$ cat src/rtl/if_pkg.sv
// Shared types and helpers for the instruction-fetch prefetch stage.
package if_pkg;

  localparam int unsigned XLEN_DEF   = 32;
  localparam int unsigned INST_BYTES = 4;

  // One prefetch buffer slot: PC is written at grant, IR when the response lands.
  typedef struct packed {
    logic                filled;
    logic [XLEN_DEF-1:0] pc;
    logic [XLEN_DEF-1:0] ir;
  } fetch_entry_t;

  // Pointer width: index bits plus one wrap bit so full and empty are distinct.
  function automatic int unsigned ptr_w(input int unsigned depth);
    return $clog2(depth) + 1;
  endfunction

endpackage

$ cat src/rtl/if_fetch_buf.sv
// In-order circular prefetch buffer with separate alloc/fill/read pointers.
// alloc advances on grant, fill on an accepted response, read on a pop.
module if_fetch_buf
  import if_pkg::*;
#(
  parameter int unsigned DEPTH = 4,
  localparam int unsigned PtrW = ptr_w(DEPTH)
) (
  input  logic                clk,
  input  logic                rst_n,
  input  logic                flush_i,
  input  logic                alloc_i,
  input  logic [XLEN_DEF-1:0] alloc_pc_i,
  input  logic                fill_i,
  input  logic [XLEN_DEF-1:0] fill_ir_i,
  input  logic                pop_i,
  output logic [PtrW-1:0]     occupancy_o,
  output logic [PtrW-1:0]     outstanding_o,
  output logic                head_valid_o,
  output logic [XLEN_DEF-1:0] head_pc_o,
  output logic [XLEN_DEF-1:0] head_ir_o
);

  localparam int unsigned IdxW = PtrW - 1;

  logic [PtrW-1:0] alloc_q, alloc_d;
  logic [PtrW-1:0] fill_q, fill_d;
  logic [PtrW-1:0] read_q, read_d;
  logic [IdxW-1:0] alloc_idx, fill_idx, read_idx;
  fetch_entry_t    entries_q [DEPTH];

  assign alloc_idx = alloc_q[IdxW-1:0];
  assign fill_idx  = fill_q[IdxW-1:0];
  assign read_idx  = read_q[IdxW-1:0];

  // Pointer next-state; a flush returns every pointer to the origin.
  always_comb begin
    alloc_d = alloc_q;
    fill_d  = fill_q;
    read_d  = read_q;
    if (flush_i) begin
      alloc_d = '0;
      fill_d  = '0;
      read_d  = '0;
    end else begin
      if (alloc_i) alloc_d = alloc_q + PtrW'(1);
      if (fill_i)  fill_d  = fill_q + PtrW'(1);
      if (pop_i)   read_d  = read_q + PtrW'(1);
    end
  end

  // Pointer registers.
  always_ff @(posedge clk or negedge rst_n) begin
    if (!rst_n) begin
      alloc_q <= '0;
      fill_q  <= '0;
      read_q  <= '0;
    end else begin
      alloc_q <= alloc_d;
      fill_q  <= fill_d;
      read_q  <= read_d;
    end
  end

  // Entry storage. alloc and fill never hit the same slot in one cycle: that
  // would need DEPTH requests outstanding, and issue is blocked then.
  always_ff @(posedge clk or negedge rst_n) begin
    if (!rst_n) begin
      for (int i = 0; i < int'(DEPTH); i++) entries_q[i] <= '0;
    end else if (flush_i) begin
      for (int i = 0; i < int'(DEPTH); i++) entries_q[i].filled <= 1'b0;
    end else begin
      if (alloc_i) begin
        entries_q[alloc_idx].pc     <= alloc_pc_i;
        entries_q[alloc_idx].filled <= 1'b0;
      end
      if (fill_i) begin
        entries_q[fill_idx].ir     <= fill_ir_i;
        entries_q[fill_idx].filled <= 1'b1;
      end
    end
  end

  assign occupancy_o   = alloc_q - read_q;
  assign outstanding_o = alloc_q - fill_q;
  assign head_valid_o  = (read_q != fill_q);
  assign head_pc_o     = entries_q[read_idx].pc;
  assign head_ir_o     = entries_q[read_idx].ir;

  // Fills are in order, so anything between read and fill must hold data.
  a_head_filled: assert property (@(posedge clk) disable iff (!rst_n)
    head_valid_o |-> entries_q[read_idx].filled);

endmodule

$ cat src/rtl/if_prefetch_stage.sv
// Instruction-fetch stage with a DEPTH-entry prefetch buffer supporting multiple
// outstanding requests. Redirects flush the buffer and count in-flight responses
// that must be discarded when they return.
module if_prefetch_stage
  import if_pkg::*;
#(
  parameter int unsigned     XLEN     = XLEN_DEF,
  parameter int unsigned     DEPTH    = 4,
  parameter logic [XLEN-1:0] RESET_PC = '0
) (
  input  logic            clk,
  input  logic            rst_n,
  input  logic            ex_take_branch_out,
  input  logic [XLEN-1:0] ex_target_PC_out,
  output logic            proc2Imem_req,
  output logic [XLEN-1:0] proc2Imem_addr,
  input  logic            Imem2proc_gnt,
  input  logic            Imem2proc_rvalid,
  input  logic [XLEN-1:0] Imem2proc_data,
  input  logic            id_ready,
  output logic            if_valid_inst_out,
  output logic [XLEN-1:0] if_PC_out,
  output logic [XLEN-1:0] if_NPC_out,
  output logic [XLEN-1:0] if_IR_out
);

  // Buffer storage is sized by XLEN_DEF; XLEN is expected to match it.
  localparam int unsigned   PtrW   = ptr_w(DEPTH);
  localparam logic [PtrW:0] DepthW = (PtrW + 1)'(DEPTH);

  logic [XLEN-1:0] fetch_pc_q, fetch_pc_d;
  logic [PtrW-1:0] drop_cnt_q, drop_cnt_d;
  logic [PtrW-1:0] occupancy, outstanding;
  logic [PtrW:0]   in_use, drop_sum, drop_sum_adj;
  logic            grant, resp_drop, resp_fill, pop;
  logic            head_valid;
  logic [XLEN-1:0] head_pc, head_ir;

  // Slots still spoken for: live entries plus stale responses yet to arrive.
  assign in_use = {1'b0, occupancy} + {1'b0, drop_cnt_q};

  assign proc2Imem_req  = rst_n & ~ex_take_branch_out & (in_use < DepthW);
  assign proc2Imem_addr = {fetch_pc_q[XLEN-1:2], 2'b00};

  assign grant     = proc2Imem_req & Imem2proc_gnt;
  assign resp_drop = Imem2proc_rvalid & (drop_cnt_q != '0);
  assign resp_fill = Imem2proc_rvalid & ~ex_take_branch_out & (drop_cnt_q == '0) &
                     (outstanding != '0);
  assign pop       = head_valid & id_ready & ~ex_take_branch_out;

  // On redirect every in-flight live request turns stale; a response arriving
  // in the same cycle retires one of them immediately.
  assign drop_sum     = {1'b0, drop_cnt_q} + {1'b0, outstanding};
  assign drop_sum_adj = (Imem2proc_rvalid && drop_sum != '0) ? drop_sum - (PtrW + 1)'(1)
                                                              : drop_sum;

  // Fetch PC and drop counter next-state; redirect takes priority.
  always_comb begin
    fetch_pc_d = fetch_pc_q;
    drop_cnt_d = drop_cnt_q;
    if (ex_take_branch_out) begin
      fetch_pc_d = {ex_target_PC_out[XLEN-1:2], 2'b00};
      drop_cnt_d = drop_sum_adj[PtrW-1:0];
    end else begin
      if (grant)     fetch_pc_d = fetch_pc_q + XLEN'(INST_BYTES);
      if (resp_drop) drop_cnt_d = drop_cnt_q - PtrW'(1);
    end
  end

  // Fetch PC and drop counter registers.
  always_ff @(posedge clk or negedge rst_n) begin
    if (!rst_n) begin
      fetch_pc_q <= RESET_PC;
      drop_cnt_q <= '0;
    end else begin
      fetch_pc_q <= fetch_pc_d;
      drop_cnt_q <= drop_cnt_d;
    end
  end

  if_fetch_buf #(
    .DEPTH (DEPTH)
  ) u_fetch_buf (
    .clk           (clk),
    .rst_n         (rst_n),
    .flush_i       (ex_take_branch_out),
    .alloc_i       (grant),
    .alloc_pc_i    (proc2Imem_addr),
    .fill_i        (resp_fill),
    .fill_ir_i     (Imem2proc_data),
    .pop_i         (pop),
    .occupancy_o   (occupancy),
    .outstanding_o (outstanding),
    .head_valid_o  (head_valid),
    .head_pc_o     (head_pc),
    .head_ir_o     (head_ir)
  );

  assign if_valid_inst_out = head_valid;
  assign if_PC_out         = head_pc;
  assign if_NPC_out        = head_pc + XLEN'(INST_BYTES);
  assign if_IR_out         = head_ir;

  // A response with nothing live or stale in flight is a memory protocol error.
  a_no_orphan_resp: assert property (@(posedge clk) disable iff (!rst_n)
    !(Imem2proc_rvalid && drop_cnt_q == '0 && outstanding == '0));

endmodule

$ cat config.mk
export PLATFORM = sky130hd
export DESIGN_NAME = if_prefetch_stage
export DESIGN_NICKNAME = d
export VERILOG_FILES = /design/src/rtl/if_pkg.sv /design/src/rtl/if_fetch_buf.sv /design/src/rtl/if_prefetch_stage.sv
export SDC_FILE = /design/constraint.sdc
export NUM_CORES = 1
export LEC_CHECK = 0
export ABC_AREA = 1
export CAP_MARGIN = 30
export CORE_MARGIN = 1
export CORE_UTILIZATION = 43
export CTS_CLUSTER_DIAMETER = 120
export CTS_CLUSTER_SIZE = 12
export DETAILED_ROUTE_END_ITERATION = 10
export SYNTH_ARGS = -nofsm -noshare
export SYNTH_HDL_FRONTEND = slang
export SYNTH_SLANG_ARGS = --single-unit
$ cat constraint.sdc
create_clock -name clk -period 8.5 [get_ports clk]
set_clock_uncertainty 0.05 [all_clocks]
set_input_delay 2.55 -clock clk [delete_from_list [all_inputs] [get_ports clk]]
set_output_delay 2.55 -clock clk [all_outputs]
set_load 0.1 [all_outputs]
Word level (Yosys, flattened, before mapping)
Index checks and enable logic that the tools add are counted.
Widths: inputs -> output; s select.
{"block": "totals", "register_bits": 304, "in_bits": 70, "out_inout_bits": 130, "wordCells": 92}
{"block": "classes", "n_addsub": 11, "magnitude_cmp": 6, "n_eq_ne": 1, "muxes": 33, "bitwise_logic": 13, "n_reduce_logical": 11}
{"operator": "$bwmux 260", "n": 4}
{"operator": "$mux 260", "n": 3}
{"operator": "$demux 65 s2", "n": 4}
{"operator": "$mux 64", "n": 3}
{"operator": "$bmux 65 s2", "n": 1}
{"operator": "$mux 65", "n": 2}
{"operator": "$mux 32", "n": 3}
{"operator": "$add 32x3->32 const B", "n": 2}
{"operator": "$mux 3", "n": 9}
{"operator": "$add 3x1->3 const B", "n": 3}
{"operator": "$and 1x1->1", "n": 9}
{"operator": "$ge 3x3->1 const B", "n": 3}
{"operator": "$not 2->3", "n": 3}
{"operator": "$add 3x3->4", "n": 2}
{"operator": "$reduce_bool 2->1", "n": 4}
{"operator": "$lt 3x1->1 const B", "n": 2}
{"operator": "$reduce_bool 3->1", "n": 2}
{"operator": "$sub 3x1->3 const B", "n": 2}
{"operator": "$sub 3x3->3", "n": 2}
{"operator": "$lt 4x3->1 const B", "n": 1}
{"operator": "$mux 1", "n": 4}
{"operator": "$reduce_bool 4->1", "n": 1}
{"operator": "$logic_and 1x1->1", "n": 3}
{"operator": "$logic_not 3->1", "n": 1}
{"operator": "2 further kinds", "n": 2}

Logic depth before layout (Yosys ltp)
{"block": "logic_depth", "ltp_word": 13, "ltp_mapped": 16, "depth_no_buf": 15}

Hierarchy
A second synthesis with hierarchy kept.
{"block": "unflattened", "cells_unflattened": 2511, "hier_area_um2": 17202.7}
{"mod": "if_fetch_buf", "n_inst": 1, "cells_per_inst": 1956, "area_each_um2": 13748.2, "seq_area_each_um2": 6631.4}
{"mod": "if_prefetch_stage", "n_inst": 1, "cells_per_inst": 555, "area_each_um2": 3454.6, "seq_area_each_um2": 825.8}

Worst setup path after synthesis
No wires, ideal clock.
{"block": "synth_timing", "path_kind": "register to output", "startpoint": "reg u_fetch_buf.read_q[0]", "endpoint": "out if_NPC_out[11]", "arrival_ns": 4.093, "required_ns": 5.900, "slack_ns": 1.807, "path_stages_with_launch": 11, "path_buffers": 2, "cell_sequence": "dfrtp_1 buf_6 inv_6 buf_6 nor2_1 nor2_1 o21ai_0 nand2_1 inv_1 nor2_2 xor2_1"}
{"block": "synth_between", "elab_chain_len": 5}
{"item": "start, declared", "line_no": "if_fetch_buf.sv:28", "source": "logic [PtrW-1:0] read_q, read_d;"}
{"item": "start signal, assigned", "line_no": "if_fetch_buf.sv:61", "source": "read_q <= read_d;"}
{"item": "$not 2->3 (not written as such)", "line_no": "if_fetch_buf.sv:87", "source": "assign head_pc_o = entries_q[read_idx].pc;"}
{"item": "$bmux 65 s2", "line_no": "if_fetch_buf.sv:87"}
{"item": "$mux 64 (not written as such) (2 in series)", "line_no": "if_fetch_buf.sv:87"}
{"item": "named net if_PC_out[2]", "line_no": "if_prefetch_stage.sv:22", "source": "output logic [XLEN-1:0] if_PC_out,"}
{"item": "$add 32x3->32", "line_no": "if_prefetch_stage.sv:101", "source": "assign if_NPC_out = head_pc + XLEN'(INST_BYTES);"}
{"item": "end, declared", "line_no": "if_prefetch_stage.sv:23", "source": "output logic [XLEN-1:0] if_NPC_out,"}
The timed path passes the listed nets, and every way through them passes these cells. The select of a mux whose other input is x is not followed.

Final worst setup path
{"block": "layout_timing", "startpoint": "reg u_fetch_buf.read_q[0]", "endpoint": "out if_NPC_out[17]"}
{"block": "layout_between", "elab_chain_len": 5}
{"item": "$not 2->3 (not written as such)", "line_no": "if_fetch_buf.sv:87"}
{"item": "$bmux 65 s2", "line_no": "if_fetch_buf.sv:87"}
{"item": "$mux 64 (not written as such) (2 in series)", "line_no": "if_fetch_buf.sv:87"}
{"item": "$add 32x3->32", "line_no": "if_prefetch_stage.sv:101"}
Every way passes these cells. The select of a mux whose other input is x is not followed.

==> results.txt <==
----------------------------------------------------
[Clock network]
  H-Tree Depth ... 1
  Clock insertion delay at the later pin of the skew report ... 0.56 ns
  Hold buffer count at CTS ... 0
  Number of buffers created by CTS ... 28
  Number of gates resized after cts ... 0
  Worst-case clock buffer depth ... 3
  Clock Pin Slew Worst Setup and Hold Paths ... 0.06 ns
  Count of clock tree sinks ... 290
  Clock root buffer ... sky130_fd_sc_hd__clkbuf_16
  CTS tree ... built
  Post-CTS setup buffer count ... 0

[Die]
  Number of placement rows ... between 60 and 70
  Ports placed on the boundary ... 200
  Die height ... 191 µm
  Effective utilization at floorplan ... between 40% and 50%
  Placeable core region ... 34800 µm²
  Total Die Area ... 36400 µm²
  Horizontal die dimension ... 191 µm

[GRT]
  Number of global-route vias before repair ... ~13000
  Largest net degree at the start of global routing ... 97
  Total GRT Usage ... 25.0%
  First-pass GRT wire length ... 72100 µm
  Leftover overflow at the end of global routing ... 0
  Antenna violations before repair ... 3

[Logic synthesis]
  Post-synthesis sequential element count ... between 200 and 300
  Synth cell types ... 34
  Yosys Warn Count ... 0
  Leading register cell type out of synthesis ... sky130_fd_sc_hd__dfrtp_1
  Mean post-synth cell area ... 7.46 µm²
  Count of flip-flops with a built-in enable after synthesis ... 0
  Area share of the largest cell type after synthesis ... 47.3%
  Library cell with the largest summed area after synthesis ... sky130_fd_sc_hd__dfrtp_1
  Proportion of synthesized chip area in sequential cells ... 47.3%
  Number of standard cells after synthesis ... 2056
  Netlist Area Pre-Place ... 15300 µm²
  Top area cells in the synthesized netlist ... sky130_fd_sc_hd__dfrtp_1 (47%), sky130_fd_sc_hd__nand2_1 (18%), sky130_fd_sc_hd__o21ai_0 (11%)
  Async set-or-reset flop fraction in the synthesized netlist ... 100%

[Routing]
  DRT antenna net count ... 0
  Routed WL per cell ... 16.8 µm
  DRC ... 0
  Via count ... around 14000
  Detailed-route vias per instance ... 5.20
  DR iter-0 viols ... 913
  Detailed Route WL ... 44700 µm
  Number of iterations in the first detailed-routing pass ... 5

[Cells and area]
  Ratio of cells with drive above 1 in the final layout ... 4.19%
  Post-layout instance count excluding filler cells ... 2653
  Util after Layout ... 52.6%
  Top library cells by usage in the layout, fill and taps aside ... sky130_fd_sc_hd__nand2_1 (718), sky130_fd_sc_hd__o21ai_0 (333), sky130_fd_sc_hd__dfrtp_1 (288)
  Number of nets in the final layout ... around 2300
  Final cell area excluding filler cells ... between 15000 and 20000 µm²
  Most common library cell in the layout ignoring fill and taps ... sky130_fd_sc_hd__nand2_1
  Layout Area Growth over Synthesis ... 19.5%

[Timing]
  Unrepaired setup endpoints after global routing ... no
  Final TNS setup ... 0 ns
  Highest Clock Rate ... 135 MHz
  Final-report hold violation count ... 0
  Clock period minus worst slack ... between 7 and 8 ns
  Setup-violating endpoint count in the final report ... 0
  Max-slew violation count ... 0
  Period Utilization, post-route ... 87.1%
  Normalized max-slew margin ... a little under a third
  Transition time at the pin with the least slew margin ... 1.03 ns
  Minimum setup slack in the final design ... 1.10 ns

[Placement]
  # port buffers ... 191
  Final GP Congestion ... between 0.9 and 1
  Count of placed standard cells including taps ... 2619
  Worst setup timing slack at the placement stage ... around 1.7 ns
  DP HPWL ... 29900 µm
  Instance area after placement ... 17600 µm²

[Setup path]
  Most frequent cell on the critical path ... sky130_fd_sc_hd__nand2_1
  Arrival time of data at the critical path endpoint ... 4.80 ns
  Maximum cell stage delay along the critical path ... 1.16 ns
  Max Fanout on Critical Path ... 69
  Cell-by-cell listing of the critical path ... buf_4 -> nand2_1 -> nand2_1 -> nand2_1 -> nand2_1 -> nand2_1 -> inv_1 -> nand2_1 -> nor2_1 -> nand2_1 -> xor2_1 -> clkdlybuf4s50_1
  Worst setup EP type ... output port
  Critical path launch point type ... flop
  Start-to-end type of the worst setup path ... reg -> out
  Highest-delay cell along the critical path ... sky130_fd_sc_hd__clkdlybuf4s50_1
  Endpoint required time on the critical path ... 5.90 ns

[Power and ir drop]
  Worst vdd ir ... 0.550 mV
  Pwr Density ... 392 nW/µm²
  Leak pwr ... around 0.0085 µW

[Worst hold path]
  Class of the most critical hold timing path ... reg -> reg

[Run status]
  Result of the run ... completed

[Job]
  Max-cap violation count ... 0

----------------------------------------------------
[worst max-delay path, delay by kind of cell, from the launching register on]
family                    cells  cell delay (ns)
xor gates and xnor gates      1             0.19
buffers and inverters         3             2.00
DFF                           1             0.96
and+or+nand+nor               8             1.04
[metrics by stage]
step / hold WS, ns / total power [µW]
2_1_floorplan: 0.398 / 5100
3_3_place_gp: 0.411 / 6060
3_5_place_dp: 0.418 / 6110
4_1_cts: 0.433 / 7240
5_1_grt: 0.449 / 7570
6_report: 0.430 / 7190
[cells in the mapped netlist, types with 7 or more instances]
cell type,count
sky130_fd_sc_hd__nand2_1,718
sky130_fd_sc_hd__o21ai_0,333
sky130_fd_sc_hd__dfrtp_1,290
sky130_fd_sc_hd__nor2_1,154
sky130_fd_sc_hd__inv_1,147
sky130_fd_sc_hd__nand3_1,115
sky130_fd_sc_hd__clkbuf_1,54
sky130_fd_sc_hd__buf_2,37
sky130_fd_sc_hd__xor2_1,35
sky130_fd_sc_hd__o22ai_1,32
sky130_fd_sc_hd__ha_1,21
sky130_fd_sc_hd__nand2_2,19
sky130_fd_sc_hd__nand4_1,17
sky130_fd_sc_hd__o211ai_1,15
sky130_fd_sc_hd__buf_4,14
sky130_fd_sc_hd__nor2_2,7
sky130_fd_sc_hd__nor3_1,7
[layer usage]
metal  global-route usage [%]  wire, µm
met2                     41.8     21100
met3                     4.45      2640
met4                     6.25       825
met5                        0        11
met1                     33.3     20100
[path summary, 6_finish.rpt]
path                                            start                          to  slack [ns]  cells past startpoint
setup / recovery                u_fetch_buf.read_q[0]              if_NPC_out[17]        1.10                     12
hold / removal             u_fetch_buf.entries_q[157]  u_fetch_buf.entries_q[157]        0.43                      2
setup reg to reg                u_fetch_buf.read_q[1]               fetch_pc_q[9]        3.82                     13
hold reg to reg            u_fetch_buf.entries_q[157]  u_fetch_buf.entries_q[157]        0.43                      2
max in group asynchronous                       rst_n   u_fetch_buf.entries_q[31]        4.86                      4
min in group asynchronous                       rst_n  u_fetch_buf.entries_q[168]        1.80                      1
[logic make-up after synthesis]
| kind of cell | Yosys count | share of synthesized area [%] |
|---|---|---|
| XOR/XNOR | 41 | 2.34 |
| other | 1 | 0.0245 |
| adder cells (fa/ha/maj) | 24 | 2.10 |
| flip-flops | 290 | 47.3 |
| AO/OA/AOI/OAI | 392 | 13.3 |
| AND/OR/NAND/NOR | 1045 | 27.5 |
| buffers and inverters | 263 | 7.36 |
[registers in the layout (all words and copies together), names as in the netlist]
register,cells
drop_cnt_q,3
fetch_pc_q,30
u_fetch_buf.alloc_q,3
u_fetch_buf.entries_q,248
u_fetch_buf.fill_q,3
u_fetch_buf.read_q,3
[power by group]
| group | leakage, µW | total (µW) | internal (µW) | switching, µW |
|---|---|---|---|---|
| clock | 0.000360 | 1100 | 586 | 518 |
| sequential | 0.00387 | 1810 | 1610 | 205 |
| combinational | 0.00431 | 4270 | 955 | 3320 |
| total | 0.00855 | 7190 | 3150 | 4040 |
[area by class of cell]
cell class,instances,area (µm²)
timing repair buffer,215,2210
multi-input combinational,1508,6970
inverter,151,572
antenna,2,5.00
fill,3381,16500
tap,455,569
clock inverter,2,27.5
clock buffer,30,708
sequential,290,7260
No activity file was read; power rests on OpenSTA's default activity.
